File: src/rtl/car_passage_pkg.sv
// Shared definitions for the parking-gate passage generator: request kinds,
// sequencer states and the beam pattern of every phase.
package car_passage_pkg;

    localparam logic [1:0] KIND_ENTER    = 2'b00;
    localparam logic [1:0] KIND_EXIT     = 2'b01;
    localparam logic [1:0] KIND_BALK_IN  = 2'b10;
    localparam logic [1:0] KIND_BALK_OUT = 2'b11;

    typedef enum logic [2:0] {
        ST_IDLE = 3'd0,
        ST_P1   = 3'd1,
        ST_P2   = 3'd2,
        ST_P3   = 3'd3,
        ST_GAP  = 3'd4
    } state_t;

    // Returns {sensor_a, sensor_b}; only one beam differs between neighbouring phases.
    function automatic logic [1:0] phase_ab(input logic [1:0] kind, input state_t st);
        logic [1:0] ab;
        ab = 2'b00;
        case (st)
            ST_P1: begin
                case (kind)
                    KIND_ENTER:    ab = 2'b10;
                    KIND_EXIT:     ab = 2'b01;
                    KIND_BALK_IN:  ab = 2'b10;
                    KIND_BALK_OUT: ab = 2'b01;
                    default:       ab = 2'b00;
                endcase
            end
            ST_P2: ab = 2'b11;
            ST_P3: begin
                case (kind)
                    KIND_ENTER:    ab = 2'b01;
                    KIND_EXIT:     ab = 2'b10;
                    KIND_BALK_IN:  ab = 2'b10;
                    KIND_BALK_OUT: ab = 2'b01;
                    default:       ab = 2'b00;
                endcase
            end
            default: ab = 2'b00;
        endcase
        return ab;
    endfunction

endpackage

File: src/rtl/car_passage_gen_dwell_timer.sv
// Loadable down-counter timing the dwell of each phase and of the trailing gap.
module passage_dwell_timer #(
    parameter int W = 1
) (
    input  logic         clk,
    input  logic         reset,
    input  logic         i_load,
    input  logic [W-1:0] i_load_val,
    output logic         o_tc
);

    logic [W-1:0] r_cnt;

    // Load on every state change, otherwise count down and rest at zero.
    always_ff @(posedge clk) begin
        if (reset) begin
            r_cnt <= '0;
        end else if (i_load) begin
            r_cnt <= i_load_val;
        end else if (r_cnt != '0) begin
            r_cnt <= r_cnt - W'(1);
        end else begin
            r_cnt <= r_cnt;
        end
    end

    assign o_tc = (r_cnt == '0);

endmodule

File: src/rtl/car_passage_gen.sv
// Drives one two-beam passage pattern per accepted request and tallies
// completed enters and exits for a downstream scoreboard.
module car_passage_gen #(
    parameter int PHASE_CYCLES = 1,
    parameter int GAP_CYCLES   = 1,
    parameter int CNT_W        = 3
) (
    input  logic             clk,
    input  logic             reset,
    input  logic             req_valid,
    input  logic [1:0]       req_kind,
    output logic             req_ready,
    output logic             sensor_a,
    output logic             sensor_b,
    output logic             busy,
    output logic             done,
    output logic [1:0]       done_kind,
    output logic [CNT_W-1:0] enter_cnt,
    output logic [CNT_W-1:0] exit_cnt
);
    import car_passage_pkg::*;

    localparam int DWELL_MAX = (PHASE_CYCLES > GAP_CYCLES) ? PHASE_CYCLES : GAP_CYCLES;
    localparam int TW        = $clog2(DWELL_MAX + 1);
    localparam logic [TW-1:0] PHASE_LOAD = TW'(PHASE_CYCLES - 1);
    localparam logic [TW-1:0] GAP_LOAD   = TW'(GAP_CYCLES - 1);

    state_t           r_state;
    state_t           w_state_nxt;
    logic [1:0]       r_kind;
    logic [1:0]       w_kind_nxt;
    logic [1:0]       w_ab_nxt;
    logic             w_accept;
    logic             w_complete;
    logic             w_tc;
    logic             w_load;
    logic [TW-1:0]    w_load_val;
    logic             r_sensor_a;
    logic             r_sensor_b;
    logic             r_busy;
    logic             r_done;
    logic [1:0]       r_done_kind;
    logic [CNT_W-1:0] r_enter_cnt;
    logic [CNT_W-1:0] r_exit_cnt;

    passage_dwell_timer #(
        .W (TW)
    ) u_dwell (
        .clk        (clk),
        .reset      (reset),
        .i_load     (w_load),
        .i_load_val (w_load_val),
        .o_tc       (w_tc)
    );

    // Next-state decode: each phase advances once its dwell has expired.
    always_comb begin
        w_state_nxt = r_state;
        w_accept    = 1'b0;
        w_complete  = 1'b0;
        case (r_state)
            ST_IDLE: begin
                if (req_valid) begin
                    w_accept    = 1'b1;
                    w_state_nxt = ST_P1;
                end else begin
                    w_state_nxt = ST_IDLE;
                end
            end
            ST_P1: w_state_nxt = w_tc ? ST_P2 : ST_P1;
            ST_P2: w_state_nxt = w_tc ? ST_P3 : ST_P2;
            ST_P3: w_state_nxt = w_tc ? ST_GAP : ST_P3;
            ST_GAP: begin
                if (w_tc) begin
                    w_complete  = 1'b1;
                    w_state_nxt = ST_IDLE;
                end else begin
                    w_state_nxt = ST_GAP;
                end
            end
            default: w_state_nxt = ST_IDLE;
        endcase
    end

    // Beam values are looked up for the state being entered so they are registered with it.
    always_comb begin
        w_kind_nxt = w_accept ? req_kind : r_kind;
        w_ab_nxt   = phase_ab(w_kind_nxt, w_state_nxt);
        w_load     = (w_state_nxt != r_state);
        w_load_val = (w_state_nxt == ST_GAP) ? GAP_LOAD : PHASE_LOAD;
    end

    // Sequencer state, latched kind and registered beam outputs.
    always_ff @(posedge clk) begin
        if (reset) begin
            r_state    <= ST_IDLE;
            r_kind     <= KIND_ENTER;
            r_sensor_a <= 1'b0;
            r_sensor_b <= 1'b0;
            r_busy     <= 1'b0;
        end else begin
            r_state    <= w_state_nxt;
            r_kind     <= w_kind_nxt;
            r_sensor_a <= w_ab_nxt[1];
            r_sensor_b <= w_ab_nxt[0];
            r_busy     <= (w_state_nxt != ST_IDLE);
        end
    end

    // Completion pulse and passage tallies; balks leave both tallies alone.
    always_ff @(posedge clk) begin
        if (reset) begin
            r_done      <= 1'b0;
            r_done_kind <= KIND_ENTER;
            r_enter_cnt <= '0;
            r_exit_cnt  <= '0;
        end else begin
            r_done <= w_complete;
            if (w_complete) begin
                r_done_kind <= r_kind;
            end else begin
                r_done_kind <= r_done_kind;
            end
            if (w_complete && (r_kind == KIND_ENTER)) begin
                r_enter_cnt <= r_enter_cnt + CNT_W'(1);
            end else begin
                r_enter_cnt <= r_enter_cnt;
            end
            if (w_complete && (r_kind == KIND_EXIT)) begin
                r_exit_cnt <= r_exit_cnt + CNT_W'(1);
            end else begin
                r_exit_cnt <= r_exit_cnt;
            end
        end
    end

    assign req_ready = (r_state == ST_IDLE) && !reset;
    assign sensor_a  = r_sensor_a;
    assign sensor_b  = r_sensor_b;
    assign busy      = r_busy;
    assign done      = r_done;
    assign done_kind = r_done_kind;
    assign enter_cnt = r_enter_cnt;
    assign exit_cnt  = r_exit_cnt;

endmodule

File: config.mk
export PLATFORM = sky130hd
export DESIGN_NAME = car_passage_gen
export DESIGN_NICKNAME = d
export VERILOG_FILES = /design/src/rtl/car_passage_pkg.sv /design/src/rtl/car_passage_gen_dwell_timer.sv /design/src/rtl/car_passage_gen.sv
export SDC_FILE = /design/constraint.sdc
export NUM_CORES = 1
export LEC_CHECK = 0
export CORE_MARGIN = 3
export CORE_UTILIZATION = 40
export DETAILED_ROUTE_END_ITERATION = 16
export GPL_ROUTABILITY_DRIVEN = 1
export PLACE_DENSITY = 0.66
export SYNTH_ARGS = -nofsm -noshare
export SYNTH_HDL_FRONTEND = slang
export SYNTH_SLANG_ARGS = --single-unit
File: constraint.sdc
create_clock -name clk -period 1.96 [get_ports clk]
set_clock_uncertainty 0.2 [all_clocks]
set_input_delay 0.392 -clock clk [delete_from_list [all_inputs] [get_ports clk]]
set_output_delay 0.392 -clock clk [all_outputs]
set_load 0.02 [all_outputs]
-- Word-level counts from Yosys, hierarchy flattened
Cells that the tools add are included.
- flip-flop bits (word level): 18
- output and inout bits: 13
- $add $sub $neg: 3
- equal/unequal tests: 12
- muxes and demuxes: 14
- bitwise gates (word level): 1
- reductions and logical operators: 13
- operators with widths (kind ; count):
    3-bit case mux with 5 select lines ; 1
    3-bit by 2-bit equality test with 1-bit output (second input constant) ; 4
    2-bit case mux with 2 select lines ; 2
    2-bit OR reduction ; 4
    3-bit by 1-bit adder with 3-bit output (second input constant) ; 2
    3-bit by 1-bit equality test with 1-bit output (second input constant) ; 2
    1-bit two-way mux ; 6
    3-bit two-way mux ; 2
    2-bit case mux with 3 select lines ; 1
    2-bit by 1-bit equality test with 1-bit output (second input constant) ; 2
    2-bit equality test (second input constant) ; 2
    2-bit zero test ; 2
    2-bit two-way mux ; 2
    3-bit equality test (second input constant) ; 1
    1-bit logical AND ; 3
    3-bit zero test ; 1
    3-bit inequality test ; 1
    3-bit nonzero test ; 1
    3-bit OR reduction ; 1
    1-bit zero test ; 1
    1-bit inverter ; 1
    1-bit subtractor (second input constant) ; 1

-- Logic depth before layout (Yosys ltp)
Gate-level depths: netlist of the first run.
- depth after elaboration: 7
- mapped depth: 5

-- By module
Synthesis of the first run repeated with hierarchy kept, for this count alone.
- cells, all modules: 92
- area total of the unflattened synthesis: 835.8 µm²
- by module, submodules not included (module ; times used ; cells each ; area an instance (µm²) ; sequential area each (µm²)):
    car_passage_gen ; 1 ; 89 ; 803.3 ; 340.3
    passage_dwell_timer ; 1 ; 3 ; 32.5 ; 20.0

-- Least setup slack after synthesis of the first run
No wires, ideal clock.
- path kind: input to output
- start point: in reset
- end point: out req_ready
- arrival time: 1193 ps
- path slack: 175 ps
- stages on the path: 2
- path buffers: 1
- cell sequence: clkbuf_1 > nor4_1
- word-level cells in the longest chain between the ends: 2
- ends and longest elaborated chain (what ; line ; RTL):
    start: declaration ; car_passage_gen.sv:9 ; input logic reset,
    1-bit zero test ; car_passage_gen.sv:137 ; assign req_ready = (r_state == ST_IDLE) && !reset;
    1-bit logical AND ; car_passage_gen.sv:137 ;
    end: declaration ; car_passage_gen.sv:12 ; output logic req_ready,
Every way passes these cells.

-- Worst setup path after layout of the first run
- start point: reg r_enter_cnt[0] (netlist: enter_cnt[0])
- end point: out enter_cnt[0]
- RTL lines (what ; line ; RTL):
    start: declaration ; car_passage_gen.sv:43 ; logic [CNT_W-1:0] r_enter_cnt;
    start signal: assignment ; car_passage_gen.sv:125 ; r_enter_cnt <= r_enter_cnt + CNT_W'(1);
    start signal: assignment ; car_passage_gen.sv:127 ; r_enter_cnt <= r_enter_cnt;
    end: declaration ; car_passage_gen.sv:18 ; output logic [CNT_W-1:0] enter_cnt,
No word-level cell between the ends.

==> results of run 1 <==
repair_timing:
action / in CTS / in global routing
setup buffers: 0 / 0
setup endpoints to repair: 1 / 1
hold buffers: 0 / 0
gates resized for setup: 2 / 2
gates cloned: 0 / 0
routing by layer:
layer	part of all wire	global-route usage	up-vias
met4	0.014	0.0655	0
met1	0.45	0.150	299
met2	0.48	0.206	13
met5	0	0	-
met3	0.052	0.0583	2
li1	-	-	338
cell families (layout without fill, tap and decap cells):
logic type | count (synthesis) | count (layout) | synth area share
xor gates and xnor gates | 5 | 5 | 0.0531
adders and majority gates | 2 | 2 | 0.0303
AOI/OAI and AO/OA | 14 | 14 | 0.129
muxes | 3 | 3 | 0.0364
and+or+nand+nor | 36 | 36 | 0.263
buffers and inverters | 7 | 29 | 0.0470
DFF | 18 | 18 | 0.437
other | 1 | 1 | 0.00455
stage by stage:
stage / TNS (ns) / setup slack (ns) / instances / util / area (sq um)
after floorplan: 0 / 0.175 / 86 / - / 825
after global placement: -0.369 / -0.300 / 129 / 0.565 / 1040
after detailed placement: -0.426 / -0.300 / 129 / 0.565 / 1040
after CTS: 0 / 0.00822 / 133 / 0.585 / 1080
after global routing: 0 / 0.0172 / 133 / 0.582 / 1070
final: 0 / 0.0714 / 133 / 0.582 / 1070
registers in the layout, indices dropped and copies added, names as in the netlist:
name / cells
enter_cnt: 3
r_state: 3
sensor_b: 1
busy: 1
done: 1
sensor_a: 1
done_kind: 2
u_dwell.r_cnt: 1
exit_cnt: 3
r_kind: 2
worst min-delay path by stage:
stage / start / end / cells after the start
final: enter_cnt[1] / enter_cnt[1] / 2
after global routing: enter_cnt[1] / enter_cnt[1] / 2
after CTS: enter_cnt[1] / enter_cnt[1] / 2
after detailed placement: enter_cnt[1] / enter_cnt[1] / 2
after global placement: enter_cnt[1] / enter_cnt[1] / 2
after floorplan: r_kind[0] / done_kind[0] / 2
placed cells by master, fill, tap and decap left out, types with 2 or more instances in the layout:
cell and instances:
nor4b_4 2, buf_4 6, mux2i_1 3, nand2_1 4, a21oi_1 5, o21a_1 2, xor2_1 4, inv_1 2
nor2_1 13, dfxtp_1 18, nor3_1 2, nor2b_1 3, nand3_1 5, clkdlybuf4s50_1 16, clkbuf_4 3, ha_1 2
nand3b_1 2
power groups by stage:
stage                     sequential (mW)  clock, mW  combinational (mW)
after detailed placement            0.402          0               0.157
final                               0.394      0.228               0.153
after global routing                0.396      0.253               0.167
after global placement              0.402          0               0.154
after CTS                           0.394      0.241               0.156
after floorplan                     0.412          0              0.0954
area by class of cell:
type	instances	area share
clock buffer	4	0.0339
inverter	2	0.00701
multi-input combinational	61	0.397
sequential	18	0.336
tap	25	0.0292
timing repair buffer	23	0.196
==> flow_metrics.py, run 1 <==
metrics = {
    "status": {
        "status": "finished clean",
    },
    "power": {
        "p_sw_frac": 0.262,
        "p_sw_uw": 203,
        "comb_power_share": 0.198,
        "internal_power_uw": 571,
        "total_power_uw": 774,
        "powerDensity_nw_per_um2": 723,
        "peakVddDrop_v": 0.000646,
        "seq_power_share": 0.508,
        "p_leak_nw": 0.403,
        "power_frac_clock": 0.294,
    },
    "drt": {
        "drtAntennaViolNets": 0,
        "vias_per_cell": 4.90,
        "post_drt_wl_per_cell_um": 11.2,
        "via_count": 652,
        "firstDrtPassIters": 4,
        "dr.first_iter.drc_count": 12,
        "drt_wl_total_um": 1490,
        "drcViolationCount": 0,
    },
    "setup_path": {
        "worst-path-stages": 1,
        "critical_path_arrival_ns": 1.30,
        "ff2ff_setup_slack_ns": 0.13,
        "cp-endpoint": "enter_cnt[0]",
        "cpMaxStageDelayCell": "clkdlybuf4s50_1",
        "worst_setup_path_end_kind": "output port",
        "cpPeakStageDelay_ns": 0.62,
        "reg2reg_depth": 5,
        "crit_type": "register to output port",
        "r2r-start": "r_state[1]",
        "cp_cell_sequence": "clkdlybuf4s50_1",
        "cp_max_fo": 3,
        "crit_start": "enter_cnt[0]",
        "critPathRequiredTime_ns": 1.37,
        "startpoint_type": "register",
        "crit_buf_inv": 1,
        "crit_family": "buffers and inverters",
        "r2r_end": "sensor_a",
    },
    "placed_design": {
        "place_congestion": 0.791,
        "hpwl_um": 1100,
        "port_buffers": 17,
    },
    "clock_network": {
        "cts.sinks": 18,
        "cts_buffer_depth": 2,
        "cts_root_buf": "clkbuf_4",
        "insertion_delay_ns": 0.29,
        "htreeDepth": 1,
        "cts_tree": "done",
        "numCtsBuffers": 3,
        "clk_pin_slew_ns": 0.10,
    },
    "yosys": {
        "synthTopCellsByArea": "dfxtp_1 (44%), nor2_1 (5.9%), nor4b_4 (5.8%)",
        "synth_cell_types": 32,
        "synth_area_leader_cell": "dfxtp_1",
        "yosysWarnings": 0,
        "syn_inst": 86,
        "synthesis.area_sq_um": 825,
        "yosys.area.top_type_share": 0.437,
        "async_flop_share": 0,
        "synth_most_common_cell": "dfxtp_1",
        "synth_seq_cells": 18,
        "synthFlopType": "dfxtp_1",
        "syn_area_per_cell_sq_um": 9.59,
        "ys_seq_area_frac": 0.437,
        "synth_enable_flop_cells": 0,
        "syn-num-nets": 93,
        "synth_top_cells_by_count": "dfxtp_1 (18), nor2_1 (13), a21oi_1 (5), nand3_1 (5)",
    },
    "layout": {
        "seqCellArea_sq_um": 360,
        "n_fill_cell": 176,
        "syn_to_final_growth_pct": 29.9,
        "drive_gt1_frac": 0.157,
        "nNetsFinal": 116,
        "diodes": 0,
        "multi_input_area_sq_um": 425,
    },
    "flow_run": {
        "cap_viol_max_count": 0,
    },
    "floorplan": {
        "die-area_sq_um": 2640,
        "start_util": 0.448,
        "die_x_um": 51.4,
        "die_height_um": 51.4,
        "std_cell_rows": 15,
        "core_sq_um": 1840,
        "ios": 18,
    },
    "timing": {
        "setup_viol": 0,
        "worst_hold_slack_ns": 0.281,
        "fmax_mhz": 529,
        "hold_viol_final": 0,
        "min_period_over_period": 0.964,
        "rsz0062_at_grt": "no",
        "post-route-min-period_ns": 1.89,
        "drv_slew": 0,
    },
    "global_routing": {
        "antenna_found_initial": 0,
        "grt_pass1_wl_um": 2530,
        "grt_usage": 0.131,
        "grt_max_degree": 17,
        "grt_pass1_vias": 613,
        "grt_overflow": 0,
    },
    "hold_path": {
        "holdCritPathClass": "register to register",
    },
}
Note: power is estimated with default switching activity, not from simulation.
==> run 2, diff against run 1 <==
--- a/config.mk
+++ b/config.mk
@@ -9,7 +9,10 @@
 export CORE_UTILIZATION = 40
 export DETAILED_ROUTE_END_ITERATION = 16
 export GPL_ROUTABILITY_DRIVEN = 1
-export PLACE_DENSITY = 0.66
+export PLACE_DENSITY = 0.65
+export SKIP_LAST_GASP = 1
+export SLEW_MARGIN = 40
 export SYNTH_ARGS = -nofsm -noshare
 export SYNTH_HDL_FRONTEND = slang
+export SYNTH_HIERARCHICAL = 1
 export SYNTH_SLANG_ARGS = --single-unit
==> run 2 against run 1 <==
- final area decreased by 0.47%
- count of clock-buffer cells in the layout did not move
- largest power group unchanged
- die area rose by 1.2%
- highest routed layer unchanged
- wire length increased by 5.0%
- flip-flop and latch count did not move
- worst hold slack improved by 0.011 ns
- first-iteration DRC count stayed put
- non-clock buffer count unchanged
==> flow_metrics.py, run 2 <==
metrics = {
    "status": {
        "status": "finished clean",
    },
    "power": {
        "peakVddDrop_v": 0.000487,
        "p_leak_nw": 0.449,
        "seq_power_share": 0.471,
        "p_sw_uw": 249,
        "comb_power_share": 0.264,
        "p_sw_frac": 0.288,
        "internal_power_uw": 615,
        "total_power_uw": 864,
        "powerDensity_nw_per_um2": 810,
        "power_frac_clock": 0.265,
    },
    "setup_path": {
        "critical_path_arrival_ns": 1.29,
        "startpoint_type": "register",
        "crit_start": "exit_cnt[0]",
        "cp_cell_sequence": "clkdlybuf4s50_1",
        "crit_buf_inv": 1,
        "cpPeakStageDelay_ns": 0.62,
        "critPathRequiredTime_ns": 1.37,
        "cpMaxStageDelayCell": "clkdlybuf4s50_1",
        "worst_setup_path_end_kind": "output port",
        "reg2reg_depth": 5,
        "worst-path-stages": 1,
        "cp_max_fo": 3,
        "crit_family": "buffers and inverters",
        "ff2ff_setup_slack_ns": 0.34,
        "cp-endpoint": "exit_cnt[0]",
        "r2r-start": "r_state[2]",
        "crit_type": "register to output port",
        "r2r_end": "sensor_a",
    },
    "layout": {
        "diodes": 0,
        "syn_to_final_growth_pct": 27.5,
        "final_common_cell": "dfxtp_1",
        "nNetsFinal": 121,
        "drive_gt1_frac": 0.133,
        "final_cell_mix": "dfxtp_1 (18), nor2_1 (15), clkdlybuf4s50_1 (15)",
        "final_core_util": 0.580,
    },
    "yosys": {
        "yosysWarnings": 6,
        "synth_cell_types": 32,
        "ys_seq_area_frac": 0.431,
        "synthFlopType": "dfxtp_1",
        "synth_seq_cells": 18,
        "synthesis.area_sq_um": 836,
        "syn_area_per_cell_sq_um": 9.08,
        "synth_area_leader_cell": "dfxtp_1",
        "yosys.area.top_type_share": 0.431,
        "synthTopCellsByArea": "dfxtp_1 (43%), nor2_1 (6.7%), mux2i_1 (4.8%)",
        "synth_enable_flop_cells": 0,
        "synth_most_common_cell": "dfxtp_1",
        "async_flop_share": 0,
        "syn_inst": 92,
        "synth_top_cells_by_count": "dfxtp_1 (18), nor2_1 (15), a21oi_1 (6), nand2_1 (6)",
        "syn-num-nets": 99,
    },
    "clock_network": {
        "htreeDepth": 1,
        "cts_buffer_depth": 2,
        "cts_root_buf": "clkbuf_4",
        "numCtsBuffers": 3,
        "cts_tree": "done",
        "clk_pin_slew_ns": 0.10,
        "cts_hold_buf": 0,
        "cts.sinks": 18,
        "insertion_delay_ns": 0.29,
    },
    "timing": {
        "hold_viol_final": 0,
        "min_period_over_period": 0.960,
        "rsz0062_at_grt": "no",
        "post-route-min-period_ns": 1.88,
        "fmax_mhz": 532,
        "finalSetupTns_ns": 0,
        "worst_hold_slack_ns": 0.292,
        "setup_viol": 0,
        "drv_slew": 0,
    },
    "drt": {
        "drt_wl_total_um": 1570,
        "vias_per_cell": 4.91,
        "firstDrtPassIters": 4,
        "dr.first_iter.drc_count": 12,
        "via_count": 677,
        "post_drt_wl_per_cell_um": 11.3,
        "drtAntennaViolNets": 0,
        "drcViolationCount": 0,
    },
    "global_routing": {
        "grt_pass1_wl_um": 2710,
        "grt_max_degree": 17,
        "groute.layer.met1.usage": 0.166,
        "met2_usage": 0.218,
        "grt_usage": 0.135,
        "grt_overflow": 0,
        "grt_busiest_layer": "met2",
        "use_met3": 0.0258,
        "antenna_found_initial": 0,
        "grt_pass1_vias": 642,
    },
    "floorplan": {
        "std_cell_rows": 15,
        "die_height_um": 51.7,
        "start_util": 0.454,
        "core_sq_um": 1840,
        "ios": 18,
        "die-area_sq_um": 2670,
        "die_x_um": 51.7,
    },
    "hold_path": {
        "holdCritPathClass": "register to register",
        "min_from": "enter_cnt[1]",
    },
    "flow_run": {
        "cap_viol_max_count": 0,
    },
    "placed_design": {
        "hpwl_um": 1160,
        "port_buffers": 17,
        "place_congestion": 0.769,
    },
}
## run 2: routing by layer
metal / share of wire / wire [um]
met5: 0 / 0
met4: 0.017 / 27
met3: 0.033 / 52
met2: 0.49 / 770
met1: 0.46 / 716
## run 2: worst min path at each step
stage,end,slack (ns),cells past startpoint
floorplan,busy,0.26,1
global placement,enter_cnt[1],0.27,2
detailed placement,exit_cnt[1],0.28,2
CTS,exit_cnt[1],0.30,2
global route,enter_cnt[1],0.32,2
finish,enter_cnt[1],0.29,2
## run 2: stage by stage
| step | std cells | worst slack (ns) | cell area, sq um |
|---|---|---|---|
| after global placement | 134 | -0.251 | 1030 |
| after detailed placement | 134 | -0.247 | 1030 |
| after CTS | 138 | 0.0356 | 1070 |
| final | 138 | 0.0787 | 1070 |
| after floorplan | 92 | 0.227 | 836 |
| after global routing | 138 | 0.0207 | 1070 |
## run 2: cells by family after synthesis
| family | after synthesis | synth area share |
|---|---|---|
| adders and majority gates | 2 | 0.0299 |
| muxes | 5 | 0.0614 |
| buffers and inverters | 10 | 0.0778 |
| xor gates and xnor gates | 5 | 0.0524 |
| DFF | 18 | 0.431 |
| other | 1 | 0.00449 |
| AOI/OAI and AO/OA | 14 | 0.102 |
| and+or+nand+nor | 37 | 0.241 |
## run 2: layout make-up
class                           count  area [sq um]
Fill cell                         193           773
Multi-Input combinational cell     64           410
Sequential cell                    18           360
Timing Repair Buffer               23           213
Clock buffer                        4          36.3
Tap cell                           25          31.3
Inverter                            4          15.0
## run 2: timing repair
| action | in CTS | in global routing |
|---|---|---|
| gates resized for setup | 1 | 4 |
| gates cloned | 0 | 0 |
| pin swaps | 0 | 0 |
| endpoints found under the hold margin | 0 | 0 |
| setup endpoints to repair | 1 | 2 |
| setup buffers | 0 | 0 |
## run 2: power groups by stage
stage	combinational, mW	sequential, mW	clock [mW]
after floorplan	0.143	0.435	0
after global placement	0.228	0.416	0
after detailed placement	0.232	0.416	0
after CTS	0.231	0.407	0.238
after global routing	0.248	0.411	0.255
final	0.228	0.407	0.229
## run 2: tightest hold or removal path, stage by stage (launching register included)
cell	delay [ns]
dfxtp_1	0.34
nand2_1	0.06
a21oi_1	0.05
==> run 3, diff against run 2 <==
--- a/config.mk
+++ b/config.mk
@@ -6,10 +6,10 @@
 export NUM_CORES = 1
 export LEC_CHECK = 0
 export CORE_MARGIN = 3
-export CORE_UTILIZATION = 40
+export CORE_UTILIZATION = 48
 export DETAILED_ROUTE_END_ITERATION = 16
 export GPL_ROUTABILITY_DRIVEN = 1
-export PLACE_DENSITY = 0.65
+export PLACE_DENSITY = 0.76
 export SKIP_LAST_GASP = 1
 export SLEW_MARGIN = 40
 export SYNTH_ARGS = -nofsm -noshare
==> run 3 against run 2 <==
- total power fell by 0.39%
- sequential share of layout area is 0.24 points higher
- combinational power hardly changed
- critical path type is now primary input to output port
- largest cell class unchanged
==> flow_metrics.py, run 3 (synthesized netlist as in run 2, its figures left out) <==
metrics = {
    "global_routing": {
        "grt_pass1_wl_um": 2860,
        "grt_usage": 0.182,
        "antenna_found_initial": 0,
        "grt_max_degree": 17,
        "grt_overflow": 0,
        "grt_pass1_vias": 666,
    },
    "setup_path": {
        "startpoint_type": "primary input",
        "crit_family": "buffers and inverters",
        "cpMaxStageDelayCell": "clkdlybuf4s50_1",
        "cp_max_fo": 2,
        "critical_path_arrival_ns": 1.33,
        "worst_setup_path_end_kind": "output port",
        "critPathRequiredTime_ns": 1.37,
        "cp_cell_sequence": "clkdlybuf4s50_1, nor4_1, dlygate4sd2_1",
        "ff2ff_setup_slack_ns": 0.29,
        "cpPeakStageDelay_ns": 0.42,
        "crit_type": "primary input to output port",
        "crit_buf_inv": 2,
    },
    "floorplan": {
        "ios": 18,
        "core_sq_um": 1580,
        "start_util": 0.530,
        "die_x_um": 47.7,
        "die_height_um": 47.7,
        "die-area_sq_um": 2280,
        "std_cell_rows": 14,
    },
    "layout": {
        "final_cell_mix": "dfxtp_1 (18), nor2_1 (15), clkdlybuf4s50_1 (15)",
        "diodes": 0,
        "syn_to_final_growth_pct": 26.6,
        "nNetsFinal": 121,
        "drive_gt1_frac": 0.124,
        "final_common_cell": "dfxtp_1",
        "n_fill_cell": 130,
    },
    "placed_design": {
        "place_ws_ns": -0.253,
        "place_congestion": 0.773,
        "port_buffers": 17,
        "hpwl_um": 1200,
    },
    "clock_network": {
        "clk_pin_slew_ns": 0.10,
        "insertion_delay_ns": 0.29,
        "cts_hold_buf": 0,
        "post-cts-setup-buffer-count": 0,
        "htreeDepth": 1,
        "cts_resized": 1,
        "numCtsBuffers": 3,
        "cts_tree": "done",
        "cts.sinks": 18,
        "cts_buffer_depth": 2,
        "cts_root_buf": "clkbuf_4",
    },
    "timing": {
        "min_period_over_period": 0.980,
        "hold_viol_final": 0,
        "drv_slew": 0,
        "finalSetupTns_ns": 0,
        "setup_viol": 0,
        "setup_ws_ns": 0.0401,
        "fmax_mhz": 521,
        "post-route-min-period_ns": 1.92,
        "rsz0062_at_grt": "no",
    },
    "status": {
        "status": "finished clean",
    },
    "drt": {
        "via_count": 684,
        "dr.first_iter.drc_count": 8,
        "drt_wl_total_um": 1670,
        "drtAntennaViolNets": 0,
        "drcViolationCount": 0,
        "post_drt_wl_per_cell_um": 12.9,
        "firstDrtPassIters": 4,
        "vias_per_cell": 5.30,
    },
    "power": {
        "peakVddDrop_v": 0.000738,
        "powerDensity_nw_per_um2": 813,
        "p_leak_nw": 0.451,
    },
    "hold_path": {
        "holdCritPathClass": "register to register",
    },
    "flow_run": {
        "cap_viol_max_count": 0,
    },
}
## run 3: cell count changes in the layout (fill, tap and decap cells not counted)
cell           delta
clkbuf_2          -1
dlygate4sd2_1     +1
## run 3: per-layer routing
| metal | vias to the layer above | global-route usage | part of all wire |
|---|---|---|---|
| met3 | 2 | 0.0677 | 0.043 |
| met4 | 0 | 0.0806 | 0.010 |
| met5 | - | 0 | 0 |
| met2 | 18 | 0.290 | 0.50 |
| li1 | 352 | - | - |
| met1 | 312 | 0.216 | 0.45 |
## run 3: final timing paths
path | start | end | cells past startpoint
setup / recovery | reset | req_ready | 3
hold / removal | enter_cnt[1] | enter_cnt[1] | 2
setup reg to reg | r_state[2] | sensor_b | 4
hold reg to reg | enter_cnt[1] | enter_cnt[1] | 2
## run 3: final cells by class
class / instances / area (sq um) / area share
multi-input combinational: 64 / 410 / 0.388
tap: 16 / 20.0 / 0.0189
sequential: 18 / 360 / 0.340
inverter: 4 / 15.0 / 0.0142
clock buffer: 4 / 36.3 / 0.0343
timing repair buffer: 23 / 216 / 0.204
## run 3: worst min-delay path: cells and delay by family (launching register included)
family | cells | cell delay (ns)
AOI/OAI and AO/OA | 1 | 0.05
DFF | 1 | 0.33
and+or+nand+nor | 1 | 0.06
## run 3: metrics by stage
step	cells	cell area (sq um)	utilization	hold WS (ns)	total power [mW]
6_report	129	1060	0.671	0.284	0.861
5_1_grt	129	1060	0.671	0.310	0.918
4_1_cts	129	1060	0.670	0.282	0.872
3_5_place_dp	125	1020	0.648	0.270	0.651
3_3_place_gp	125	1020	0.648	0.267	0.643
2_1_floorplan	92	836	-	0.261	0.577
## run 3: report_power, final
part           switching (mW)  internal [mW]
Combinational           0.121          0.109
Clock                   0.108          0.113
Sequential             0.0159          0.394
Total                   0.245          0.616
